===== src/rtl/cpu_types_pkg.sv =====
// rtl/cpu_types_pkg.sv - shared word, RAM-state and coherence-state types
package cpu_types_pkg;

    typedef logic [31:0] word_t;

    typedef enum logic [1:0] {FREE, BUSY, ACCESS, ERROR} ramstate_t;

    typedef enum logic [2:0] {IDLE, SNOOP, DATA, WB, INV, IFETCH} cc_state_t;

endpackage


===== src/rtl/rr_arbiter.sv =====
// rtl/rr_arbiter.sv - combinational round-robin picker: first request at or after ptr wins
module rr_arbiter #(
    parameter int N  = 2,
    parameter int IW = (N > 1) ? $clog2(N) : 1
) (
    input  logic [N-1:0]  req,
    input  logic [IW-1:0] ptr,
    output logic [N-1:0]  grant,
    output logic [IW-1:0] idx
);

    logic [IW:0] k;
    logic        found;

    always_comb begin
        grant = '0;
        idx   = '0;
        found = 1'b0;
        k     = '0;
        for (int i = 0; i < N; i++) begin
            // one spare bit so ptr+i can wrap for any N, not only powers of two
            k = {1'b0, ptr} + (IW + 1)'(i);
            if (k >= (IW + 1)'(N)) begin
                k = k - (IW + 1)'(N);
            end
            if (!found && req[k[IW-1:0]]) begin
                found             = 1'b1;
                grant[k[IW-1:0]]  = 1'b1;
                idx               = k[IW-1:0];
            end
        end
    end

endmodule


===== src/rtl/coherence_arbiter_n.sv =====
// rtl/coherence_arbiter_n.sv - N-cache snooping coherence controller and single-port RAM arbiter
module coherence_arbiter_n
    import cpu_types_pkg::*;
#(
    parameter int CPUS  = 2,
    parameter int WORDS = 2
) (
    input  logic                  CLK,
    input  logic                  nRST,
    input  logic [CPUS-1:0]       iREN,
    input  logic [CPUS-1:0]       dREN,
    input  logic [CPUS-1:0]       dWEN,
    input  logic [CPUS-1:0]       cctrans,
    input  logic [CPUS-1:0]       ccwrite,
    input  logic [CPUS-1:0][31:0] iaddr,
    input  logic [CPUS-1:0][31:0] daddr,
    input  logic [CPUS-1:0][31:0] dstore,
    output logic [CPUS-1:0]       iwait,
    output logic [CPUS-1:0]       dwait,
    output logic [CPUS-1:0][31:0] iload,
    output logic [CPUS-1:0][31:0] dload,
    output logic [CPUS-1:0]       ccwait,
    output logic [CPUS-1:0]       ccinv,
    output logic [CPUS-1:0][31:0] ccsnoopaddr,
    input  word_t                 ramload,
    input  ramstate_t             ramstate,
    output word_t                 ramaddr,
    output word_t                 ramstore,
    output logic                  ramREN,
    output logic                  ramWEN
);

    localparam int IW = (CPUS > 1) ? $clog2(CPUS) : 1;
    localparam int WW = (WORDS > 1) ? $clog2(WORDS) : 1;
    localparam logic [WW-1:0] LAST = WW'(WORDS - 1);

    cc_state_t     state;
    logic [IW-1:0] req, own, drr, irr;
    logic          hit;
    logic [WW-1:0] wcnt;

    logic [CPUS-1:0] dq, dgrant, igrant, others;
    logic [IW-1:0]   didx, iidx, snoop_own;
    logic            snoop_hit, access;

    function automatic logic [IW-1:0] next_idx(input logic [IW-1:0] i);
        return (i == IW'(CPUS - 1)) ? '0 : i + IW'(1);
    endfunction

    // a plain cctrans covers both the snooped miss and the shared-line write hit
    assign dq     = dWEN | cctrans;
    assign access = (ramstate == ACCESS);
    assign others = ~(CPUS'(1) << req);

    rr_arbiter #(.N(CPUS), .IW(IW)) u_darb (
        .req   (dq),
        .ptr   (drr),
        .grant (dgrant),
        .idx   (didx)
    );

    rr_arbiter #(.N(CPUS), .IW(IW)) u_iarb (
        .req   (iREN),
        .ptr   (irr),
        .grant (igrant),
        .idx   (iidx)
    );

    // lowest-numbered dirty holder other than the requester becomes the forwarder
    always_comb begin
        snoop_hit = 1'b0;
        snoop_own = '0;
        for (int j = CPUS - 1; j >= 0; j--) begin
            if (IW'(j) != req && ccwrite[j]) begin
                snoop_hit = 1'b1;
                snoop_own = IW'(j);
            end
        end
    end

    always_ff @(posedge CLK or negedge nRST) begin
        if (!nRST) begin
            state <= IDLE;
            req   <= '0;
            own   <= '0;
            hit   <= 1'b0;
            wcnt  <= '0;
            drr   <= '0;
            irr   <= '0;
        end else begin
            case (state)
                IDLE: begin
                    if (|dgrant) begin
                        req <= didx;
                        if (dWEN[didx])      state <= WB;
                        else if (dREN[didx]) state <= SNOOP;
                        else                 state <= INV;
                    end else if (|igrant) begin
                        req   <= iidx;
                        state <= IFETCH;
                    end
                end
                SNOOP: begin
                    hit   <= snoop_hit;
                    own   <= snoop_own;
                    state <= DATA;
                end
                DATA, WB: begin
                    if (access) begin
                        if (wcnt == LAST) begin
                            wcnt  <= '0;
                            drr   <= next_idx(req);
                            state <= IDLE;
                        end else begin
                            wcnt <= wcnt + WW'(1);
                        end
                    end
                end
                INV: begin
                    drr   <= next_idx(req);
                    state <= IDLE;
                end
                IFETCH: begin
                    if (access) begin
                        irr   <= next_idx(req);
                        state <= IDLE;
                    end
                end
                default: state <= IDLE;
            endcase
        end
    end

    always_comb begin
        dwait       = '1;
        iwait       = '1;
        dload       = '0;
        iload       = '0;
        ccwait      = '0;
        ccinv       = '0;
        ccsnoopaddr = '0;
        ramREN      = 1'b0;
        ramWEN      = 1'b0;
        ramaddr     = '0;
        ramstore    = '0;
        case (state)
            SNOOP: begin
                ccwait      = others;
                ccsnoopaddr = {CPUS{daddr[req]}};
            end
            DATA: begin
                ccwait  = others;
                ramaddr = daddr[req];
                if (hit) begin
                    // cache-to-cache forward doubles as the RAM write-through
                    ramWEN     = 1'b1;
                    ramstore   = dstore[own];
                    dload[req] = dstore[own];
                    dwait[req] = ~access;
                    dwait[own] = ~access;
                end else begin
                    ramREN     = 1'b1;
                    dload[req] = ramload;
                    dwait[req] = ~access;
                end
            end
            WB: begin
                ramWEN     = 1'b1;
                ramaddr    = daddr[req];
                ramstore   = dstore[req];
                dwait[req] = ~access;
            end
            INV: begin
                ccinv       = others;
                ccwait      = others;
                ccsnoopaddr = {CPUS{daddr[req]}};
                dwait[req]  = 1'b0;
            end
            IFETCH: begin
                ramREN     = 1'b1;
                ramaddr    = iaddr[req];
                iload[req] = ramload;
                iwait[req] = ~access;
            end
            default: ;
        endcase
    end

endmodule


===== config.mk =====
export PLATFORM = sky130hd
export DESIGN_NAME = coherence_arbiter_n
export DESIGN_NICKNAME = d
export VERILOG_FILES = /design/src/rtl/cpu_types_pkg.sv /design/src/rtl/rr_arbiter.sv /design/src/rtl/coherence_arbiter_n.sv
export SDC_FILE = /design/constraint.sdc
export NUM_CORES = 1
export LEC_CHECK = 0
export BUFFER_PORTS_ARGS = -buffer_cell sky130_fd_sc_hd__buf_2
export CAP_MARGIN = 0
export CORE_AREA = 3 3 195 197
export CTS_BUF_LIST = sky130_fd_sc_hd__clkbuf_16
export DETAILED_ROUTE_END_ITERATION = 7
export DIE_AREA = 0 0 198 200
export PLACE_DENSITY = 0.35
export SLEW_MARGIN = 20
export SYNTH_ARGS = -nofsm -noshare
export SYNTH_HDL_FRONTEND = slang
export SYNTH_SLANG_ARGS = --single-unit
export TNS_END_PERCENT = 20

===== constraint.sdc =====
create_clock -name CLK -period 1.6 [get_ports CLK]
set_input_delay 0.16 -clock CLK [delete_from_list [all_inputs] [get_ports CLK]]
set_output_delay 0.16 -clock CLK [all_outputs]
set_load 0.005 [all_outputs]

==> results of run 1 <==
[final cells by class]
type | instances | share of cell area (%)
clock buffers | 3 | 0.848
inverters | 3 | 0.170
well taps | 468 | 6.61
clock inverters | 1 | 0.0565
diodes | 3 | 0.0848
multi-input cells | 492 | 47.5
repair buffers | 592 | 42.1
flip-flops and latches | 9 | 2.64
[sequential cells by signal, indices dropped and copies added, names as in the netlist]
name	cells
own	1
req	1
hit	1
wcnt	1
state	3
drr	1
irr	1
[stage by stage]
step | area [um2] | setup slack [ns] | hold slack (ns) | TNS [ns] | util, %
3_3_place_gp | 7650 | -0.0478 | 0.0496 | -0.404 | 21.0
3_5_place_dp | 7650 | -0.0774 | 0.0478 | -1.10 | 21.0
5_1_grt | 8850 | -0.355 | 0.338 | -63.63 | 24.3
2_1_floorplan | 4400 | 0.221 | -0.136 | 0 | -
6_report | 8860 | -0.297 | 0.319 | -45.83 | 24.3
4_1_cts | 8310 | -0.293 | 0.331 | -47.94 | 22.8
[where the power goes]
part | internal (W) | switching (W) | total, W
logic | 0.00635 | 0.00621 | 0.0126
registers | 0.000334 | 0.000166 | 0.000499
clock network | 0.000331 | 0.000130 | 0.000461
total | 0.00701 | 0.00651 | 0.0135
[routing by layer]
metal / part of all wire (%) / vias to the layer above
met5: 0.26 / -
met2: 54 / 296
met1: 36 / 3049
met3: 8.2 / 22
met4: 1.2 / 12
li1: - / 3098
[final timing paths]
kind                          start        end  slack (ns)  depth (start not counted)
max in group asynchronous      nRST        req        1.04                          2
setup reg to reg           state[0]        req        0.11                          5
min in group CLK            dREN[0]   state[2]        0.36                          4
hold / removal                 nRST        irr        0.32                          2
setup / recovery                own  dload[20]       -0.30                          6
hold reg to reg                 irr        irr        0.50                          1
[synth_stat cells, types with 4 or more instances]
cell type / number
mux2_2: 38
nand2_1: 16
mux2_4: 21
buf_6: 12
a22oi_1: 26
a2bb2oi_1: 6
buf_2: 29
o21ai_0: 11
nor2_1: 137
and2_1: 33
buf_4: 44
dfrtp_1: 9
and3_1: 32
a21oi_1: 6
o22ai_1: 34
clkbuf_1: 8
mux2i_1: 97
nand2b_1: 4
[worst max-delay path: cells and delay by family (launching register included)]
| family | cells | cell delay [ns] |
|---|---|---|
| buffers and inverters | 3 | 0.44 |
| DFF | 1 | 0.49 |
| muxes | 2 | 0.49 |
| and+or+nand+nor | 1 | 0.08 |
[logic make-up (layout without fill, tap and decap cells)]
group,after synthesis,in the layout,synth area share (%)
AOI/OAI and AO/OA,96,96,14.7
xor gates and xnor gates,2,2,0.398
buffers and inverters,96,599,14.8
DFF,9,9,5.12
muxes,156,156,39.0
other,0,3,0
and+or+nand+nor,238,238,26.0
[what timing repair did]
action	in CTS	in global routing
cloned	2	4
gates resized for setup	105	92
hold endpoints to repair	9	0
setup buffers	11	3
pin swaps	41	32
endpoints found under the setup margin	266	267
hold buffers	1	0
==> results.tsv, run 1 <==
metric	value	unit
grt total ovfl	0	
worst rel slew slack	76.9	%
critical path class	reg -> out	
slowest CP cell	dfrtp_2	
PortBufs	503	
Tcrit/Tclk final	119	%
worst min path class	in -> async	
failing checks	setup timing	
commonest non-fill, non-tap cell in the layout	buf_2	
Avg Inst Size Synth	7.37	um2
Lkg Pwr	4.85	nW
site row count	70	
sum of net half-perimeters after detailed placement	25600	um
worst-path cell chain	buf_12, buf_12, mux2_4, mux2i_2, nor2_1, buf_2	
CTS tree	done	
Routed WL	31400	um
synth top area cells	mux2i_1 (22%), nor2_1 (12%), mux2_2 (9.7%)	
first-pass GRT wire length	42200	um
Mapped Nets	835	
pin slew with the least headroom to its limit	0.344	ns
CP Max Fanout	7	
share of layout cells above drive strength 1	71.5	%
core area	36400	um2
GRT met3 Usage	3.71	%
effective utilization at floorplan	12.1	%
Worst Clk Skew	0.00516	ns
VDD IR max	0.000694	V
area of the multi-input gates	4200	um2
Synth cell types	44	
via count	6477	
Max stage delay on crit path	0.49	ns
Post-Layout Cell Count	1571	
YS warnings	0	
Die H	200	um
DIE WIDTH	198	um
die area	39600	um2
Fmax achieved	0.527	GHz
register area	234	um2
Global Route met1 Usage	15.2	%
dpl cells	1544	
initial antenna violation count	9	
max_cap viols	0	
largest net degree at the start of global routing	39	
area grow syn2layout	101	%
# setup viols final	265	
clock root cell	clkbuf_16	
Synth area leader	mux2i_1	
Pre-antenna DRT Iters	4	
flops & latches, synth	9	
crit path capture type	output port	
H-tree depth	1	
global routing usage on met2	27.7	%
PD cells	1530	nW/um2
synthesized instance count	597	
total power	0.0135	W
DRC violations left	0	
vias in the first global route	6503	
RePlAce Congestion	0.789	
Post-synth EDFFs	0	
Nets	1339	
Antenna Nets Post-Route	0	
Max Buffers Root-to-Sink	2	
RSZ-0062 raised after global routing	yes	
wire per inst	20.0	um
Seq/Total Area, Yosys	5.12	%
Filler Cell Count	4135	
Clock Pin Slew Worst Setup and Hold Paths	0.05	ns
grt peak-use layer	met2	
vias per cell	4.12	
DRT iter0 DRCs	152	
crit start category	flip-flop	
Sink Count	9	
status	finished, violations left	
most common flop cell mapped by yosys	dfrtp_1	
CP most frequent cell	buf_12	
required time of the critical path	1.44	ns
min Tclk post-route	1.90	ns
IO Pins	504	
synthesized area	4400	um2
clock latency on the worst-skew pair	0.24	ns
GRT Total Usage	14.1	%
TritonCTS Buffers	3	
Hold Fails Final Rpt	0	
worst setup margin	-0.297	ns
area share of the largest cell type after synthesis	22.1	%
most frequent cells in the layout	buf_2 (496), nor2_1 (105), mux2i_1 (57)	
CP Data Arrival Time	1.74	ns
post-synthesis async set-or-reset flop share	100	%
max-slew violations	0	
Note: power is estimated with default switching activity, not from simulation.
==> run 2: changes to the inputs <==
--- a/config.mk
+++ b/config.mk
@@ -11,7 +11,7 @@
 export CTS_BUF_LIST = sky130_fd_sc_hd__clkbuf_16
 export DETAILED_ROUTE_END_ITERATION = 7
 export DIE_AREA = 0 0 198 200
-export PLACE_DENSITY = 0.35
+export PLACE_DENSITY = 0.36
 export SLEW_MARGIN = 20
 export SYNTH_ARGS = -nofsm -noshare
 export SYNTH_HDL_FRONTEND = slang
==> results.tsv, run 2 (synthesis results as in run 1) <==
metric	value	unit
CP Max Fanout	12	
slowest CP cell	dfrtp_4	
Clock Power Share	3.2	%
# setup viols final	261	
Post-Layout Cell Count	1589	
Met1 Wirelength	11800	um
vias in the first global route	6388	
Max stage delay on crit path	0.51	ns
final design utilization	25.1	%
max_cap viols	0	
worst min path class	in -> reg	
area of the multi-input gates	4280	um2
met3 routed WL	2480	um
Antenna Nets Post-Route	0	
Worst R2R Path Depth	7	
core area	36400	um2
H-tree depth	1	
RSZ-0062 raised after global routing	yes	
via count	6614	
setup_tns	-46.00	ns
clock latency on the worst-skew pair	0.23	ns
largest net degree at the start of global routing	33	
Die H	200	um
failing checks	setup timing	
R2R Setup Slk	0.03	ns
Pint	0.00735	W
CP most frequent cell	buf_12	
DIE WIDTH	198	um
TritonCTS Buffers	3	
Nets	1354	
clock root cell	clkbuf_16	
wire length on met2	17200	um
r2r endpoint	irr	
critical path class	reg -> out	
Comb pwr share	93.3	%
Routed WL	32000	um
Reg with most FFs	state	
first-pass GRT wire length	42500	um
Tcrit/Tclk final	118	%
sw power	0.00655	W
sum of net half-perimeters after detailed placement	27100	um
required time of the critical path	1.44	ns
Worst Clk Skew	0.00114	ns
worst hold slack	0.232	ns
IO Pins	504	
RePlAce Congestion	0.760	
max-slew violations	0	
initial antenna violation count	11	
VDD IR max	0.000557	V
wire per inst	20.2	um
Reg-to-Reg Start	state[0]	
pin slew with the least headroom to its limit	0.439	ns
worst-path cell chain	buf_12, buf_16, buf_12, mux2i_4, o22ai_2, buf_2	
DRC violations left	0	
Max Buffers Root-to-Sink	2	
Clock Pin Slew Worst Setup and Hold Paths	0.04	ns
GRT Total Usage	14.4	%
Lkg Pwr	4.94	nW
CTS tree	done	
Pre-antenna DRT Iters	4	
commonest non-fill, non-tap cell in the layout	buf_2	
area grow syn2layout	108	%
Worst Setup SP	req	
crit path capture type	output port	
CP Data Arrival Time	1.74	ns
crit path capture	ramaddr[13]	
effective utilization at floorplan	12.1	%
most frequent cells in the layout	buf_2 (489), nor2_1 (109), buf_4 (49)	
site row count	70	
worst rel slew slack	70.5	%
grt total ovfl	0	
Fmax achieved	0.528	GHz
Sink Count	9	
DRT iter0 DRCs	160	
Sw Ratio	47.1	%
Filler Cell Count	4132	
PortBufs	503	
min Tclk post-route	1.90	ns
worst setup margin	-0.295	ns
share of layout cells above drive strength 1	73.3	%
die area	39600	um2
status	finished, violations left	
HP Start	ccwrite[1]	
register area	234	um2
dpl cells	1556	
crit start category	flip-flop	
max reg flops	3	
Hold Fails Final Rpt	0	
DR top layer	met5	
Reg power frac	3.5	%
vias per cell	4.16	
PD cells	1520	nW/um2
## run 2: how the worst min path moves through the flow
stage,endpoint,slack (ns),cells after the start
5_1_grt,own,0.29,3
4_1_cts,own,0.25,3
3_3_place_gp,irr,0.05,1
3_5_place_dp,irr,0.04,1
6_report,own,0.23,3
2_1_floorplan,drr,-0.14,0
## run 2: power by group through the flow
stage | logic (W) | registers, W | clock network, W
3_5_place_dp | 0.0108 | 0.000473 | 0
5_1_grt | 0.0140 | 0.000508 | 0.000457
6_report | 0.0130 | 0.000491 | 0.000439
3_3_place_gp | 0.0108 | 0.000467 | 0
2_1_floorplan | 0.00576 | 0.000355 | 0
4_1_cts | 0.0118 | 0.000488 | 0.000451
## run 2: cell type report
| cell class | instances | area share, % |
|---|---|---|
| Sequential cell | 9 | 2.56 |
| Antenna cell | 6 | 0.164 |
| Inverter | 3 | 0.123 |
| Multi-Input combinational cell | 492 | 46.8 |
| Timing Repair Buffer | 607 | 43.1 |
| Clock buffer | 3 | 0.821 |
| Tap cell | 468 | 6.40 |
| Clock inverter | 1 | 0.0410 |
## run 2: per-stage QoR
| step | power (W) | area, um2 | setup WS, ns |
|---|---|---|---|
| after floorplan | 0.00612 | 4400 | 0.221 |
| after global placement | 0.0113 | 7770 | -0.187 |
| after detailed placement | 0.0113 | 7770 | -0.196 |
| after CTS | 0.0127 | 8440 | -0.289 |
| after global routing | 0.0149 | 9140 | -0.338 |
| final | 0.0139 | 9150 | -0.295 |
## run 2: what timing repair did
item | CTS | global route
hold buffers | 1 | 0
cloned | 3 | 2
pin swaps | 35 | 39
hold endpoints to repair | 9 | 0
endpoints found under the setup margin | 265 | 266
setup buffers | 5 | 13
gates resized for setup | 105 | 121
## run 2: critical path, delay by kind of cell (launching register included)
family	cells	cell delay, ns
compound gates	1	0.18
mux	1	0.20
buf+inv	4	0.61
flops	1	0.51
## run 2: metal layers
layer,global-route usage (%),vias up
met5,0,-
met4,2.99,4
met3,3.05,26
met2,28.7,337
met1,15.5,3112
li1,-,3135
==> run 3: changes to the inputs <==
--- a/config.mk
+++ b/config.mk
@@ -5,13 +5,14 @@
 export SDC_FILE = /design/constraint.sdc
 export NUM_CORES = 1
 export LEC_CHECK = 0
+export ABC_CLOCK_PERIOD_IN_PS = 1600
 export BUFFER_PORTS_ARGS = -buffer_cell sky130_fd_sc_hd__buf_2
 export CAP_MARGIN = 0
 export CORE_AREA = 3 3 195 197
 export CTS_BUF_LIST = sky130_fd_sc_hd__clkbuf_16
 export DETAILED_ROUTE_END_ITERATION = 7
 export DIE_AREA = 0 0 198 200
-export PLACE_DENSITY = 0.36
+export PLACE_DENSITY = 0.47
 export SLEW_MARGIN = 20
 export SYNTH_ARGS = -nofsm -noshare
 export SYNTH_HDL_FRONTEND = slang
==> results.tsv, run 3 (synthesis results as in run 1) <==
metric	value	unit
status	finished, violations left	
failing checks	setup timing	
Clock Pin Slew Worst Setup and Hold Paths	0.04	ns
Clock Power Share	3.3	%
Hold Path End	hit	
Antenna Nets Post-Route	0	
slowest CP cell	dfrtp_4	
worst hold slack	0.244	ns
clock latency on the worst-skew pair	0.24	ns
worst-path cell chain	buf_12, buf_12, buf_16, mux2_2, a22oi_2, nor2_1, buf_2	
sum of net half-perimeters after detailed placement	26100	um
DRT iter0 DRCs	210	
core area	36400	um2
pin slew with the least headroom to its limit	0.450	ns
R2R Setup Slk	0.03	ns
hold path cells	3	
grt total ovfl	0	
RePlAce Congestion	0.827	
IO Pins	504	
CP Data Arrival Time	1.75	ns
worst min path class	in -> reg	
# setup viols final	265	
PD cells	1590	nW/um2
HP Start	ccwrite[0]	
VDD IR max	0.000597	V
sw power	0.00687	W
vias per cell	4.21	
largest net degree at the start of global routing	36	
max_cap viols	0	
Nets	1338	
Hold Fails Final Rpt	0	
clock root cell	clkbuf_16	
die area	39600	um2
site row count	70	
crit path capture type	output port	
Max stage delay on crit path	0.51	ns
critical path class	reg -> out	
Max Buffers Root-to-Sink	2	
commonest non-fill, non-tap cell in the layout	buf_2	
Reg power frac	3.3	%
Sink Count	9	
via count	6611	
first-pass GRT wire length	42300	um
area grow syn2layout	103	%
share of layout cells above drive strength 1	71.4	%
DIE WIDTH	198	um
RSZ-0062 raised after global routing	yes	
worst rel slew slack	69.7	%
Post-Layout Cell Count	1571	
TritonCTS Buffers	3	
min Tclk post-route	1.91	ns
DRC violations left	0	
vias in the first global route	6505	
required time of the critical path	1.44	ns
Lkg Pwr	4.87	nW
dpl cells	1542	
Die H	200	um
Pint	0.00737	W
Reg-to-Reg Start	state[0]	
r2r endpoint	req	
GRT Total Usage	14.5	%
effective utilization at floorplan	12.1	%
CP Max Fanout	7	
Sw Ratio	48.2	%
Comb pwr share	93.5	%
Worst Clk Skew	0.00236	ns
worst setup margin	-0.311	ns
Pre-antenna DRT Iters	4	
H-tree depth	1	
max-slew violations	0	
Fmax achieved	0.523	GHz
PortBufs	503	
Worst R2R Path Depth	4	
max reg flops	3	
most frequent cells in the layout	buf_2 (497), nor2_1 (101), mux2i_1 (57)	
CP most frequent cell	buf_12	
wire per inst	20.7	um
CTS tree	done	
initial antenna violation count	9	
Routed WL	32500	um
Reg with most FFs	state	
crit start category	flip-flop	
Tcrit/Tclk final	119	%
run 3: cell count changes in the layout (fill, tap and decap cells not counted), sizes merged:
cell,change
buf,-17
diode,-2
inv,-2
bufbuf,+1
clkinv,+1
clkinvlp,+1
run 3: repair_timing:
item / in CTS / in global routing
setup endpoints to repair: 266 / 267
resized for setup: 135 / 74
pin swaps: 36 / 19
gates cloned: 6 / 2
hold buffers: 1 / 0
buffers inserted: 11 / 3
endpoints found under the hold margin: 9 / 0
run 3: critical path, delay by kind of cell (launching register included):
family	cells	cell delay (ns)
compound gates	1	0.11
buf+inv	4	0.56
flops	1	0.51
mux	1	0.28
simple gates	1	0.05
run 3: area by class of cell:
| class | count | area (um2) |
|---|---|---|
| Sequential cell | 9 | 234 |
| Fill cell | 4050 | 27500 |
| Inverter | 3 | 15.0 |
| Multi-Input combinational cell | 492 | 4290 |
| Timing Repair Buffer | 591 | 3720 |
| Clock buffer | 3 | 75.1 |
| Antenna cell | 4 | 10.0 |
| Clock inverter | 1 | 5.00 |
| Tap cell | 468 | 586 |
run 3: stage by stage:
stage | power, W | setup slack, ns | cell area (um2) | utilization [%] | setup TNS [ns]
2_1_floorplan | 0.00612 | 0.221 | 4400 | - | 0
3_3_place_gp | 0.0108 | -0.193 | 7570 | 20.8 | -3.74
3_5_place_dp | 0.0108 | -0.180 | 7570 | 20.8 | -3.74
4_1_cts | 0.0137 | -0.331 | 8560 | 23.5 | -54.15
5_1_grt | 0.0152 | -0.371 | 8930 | 24.5 | -69.36
6_report | 0.0142 | -0.311 | 8930 | 24.5 | -53.28
run 3: metal layers:
| metal | share of wire, % | vias to the layer above | track usage [%] | routed length, um |
|---|---|---|---|---|
| li1 | - | 3100 | - | - |
| met1 | 36 | 3105 | 15.2 | 11800 |
| met2 | 54 | 349 | 29.0 | 17400 |
| met3 | 6.6 | 49 | 2.64 | 2140 |
| met4 | 3.2 | 8 | 4.93 | 1050 |
| met5 | 0.17 | - | 0 | 54 |
run 3: power by group through the flow:
stage	logic (W)	registers, W	clock network (W)
detailed placement	0.0103	0.000500	0
CTS	0.0128	0.000458	0.000472
global route	0.0142	0.000478	0.000493
global placement	0.0103	0.000502	0
floorplan	0.00576	0.000355	0
finish	0.0133	0.000465	0.000465
run 3: how the worst max path moves through the flow:
stage,start,endpoint,slack [ns],cells after the start
CTS,req,ramstore[23],-0.33,7
floorplan,state[0],ccsnoopaddr[35],0.22,6
detailed placement,req,ramstore[14],-0.18,5
finish,req,ramstore[23],-0.31,7
global placement,req,ramstore[14],-0.19,5
global route,req,ramstore[23],-0.37,7
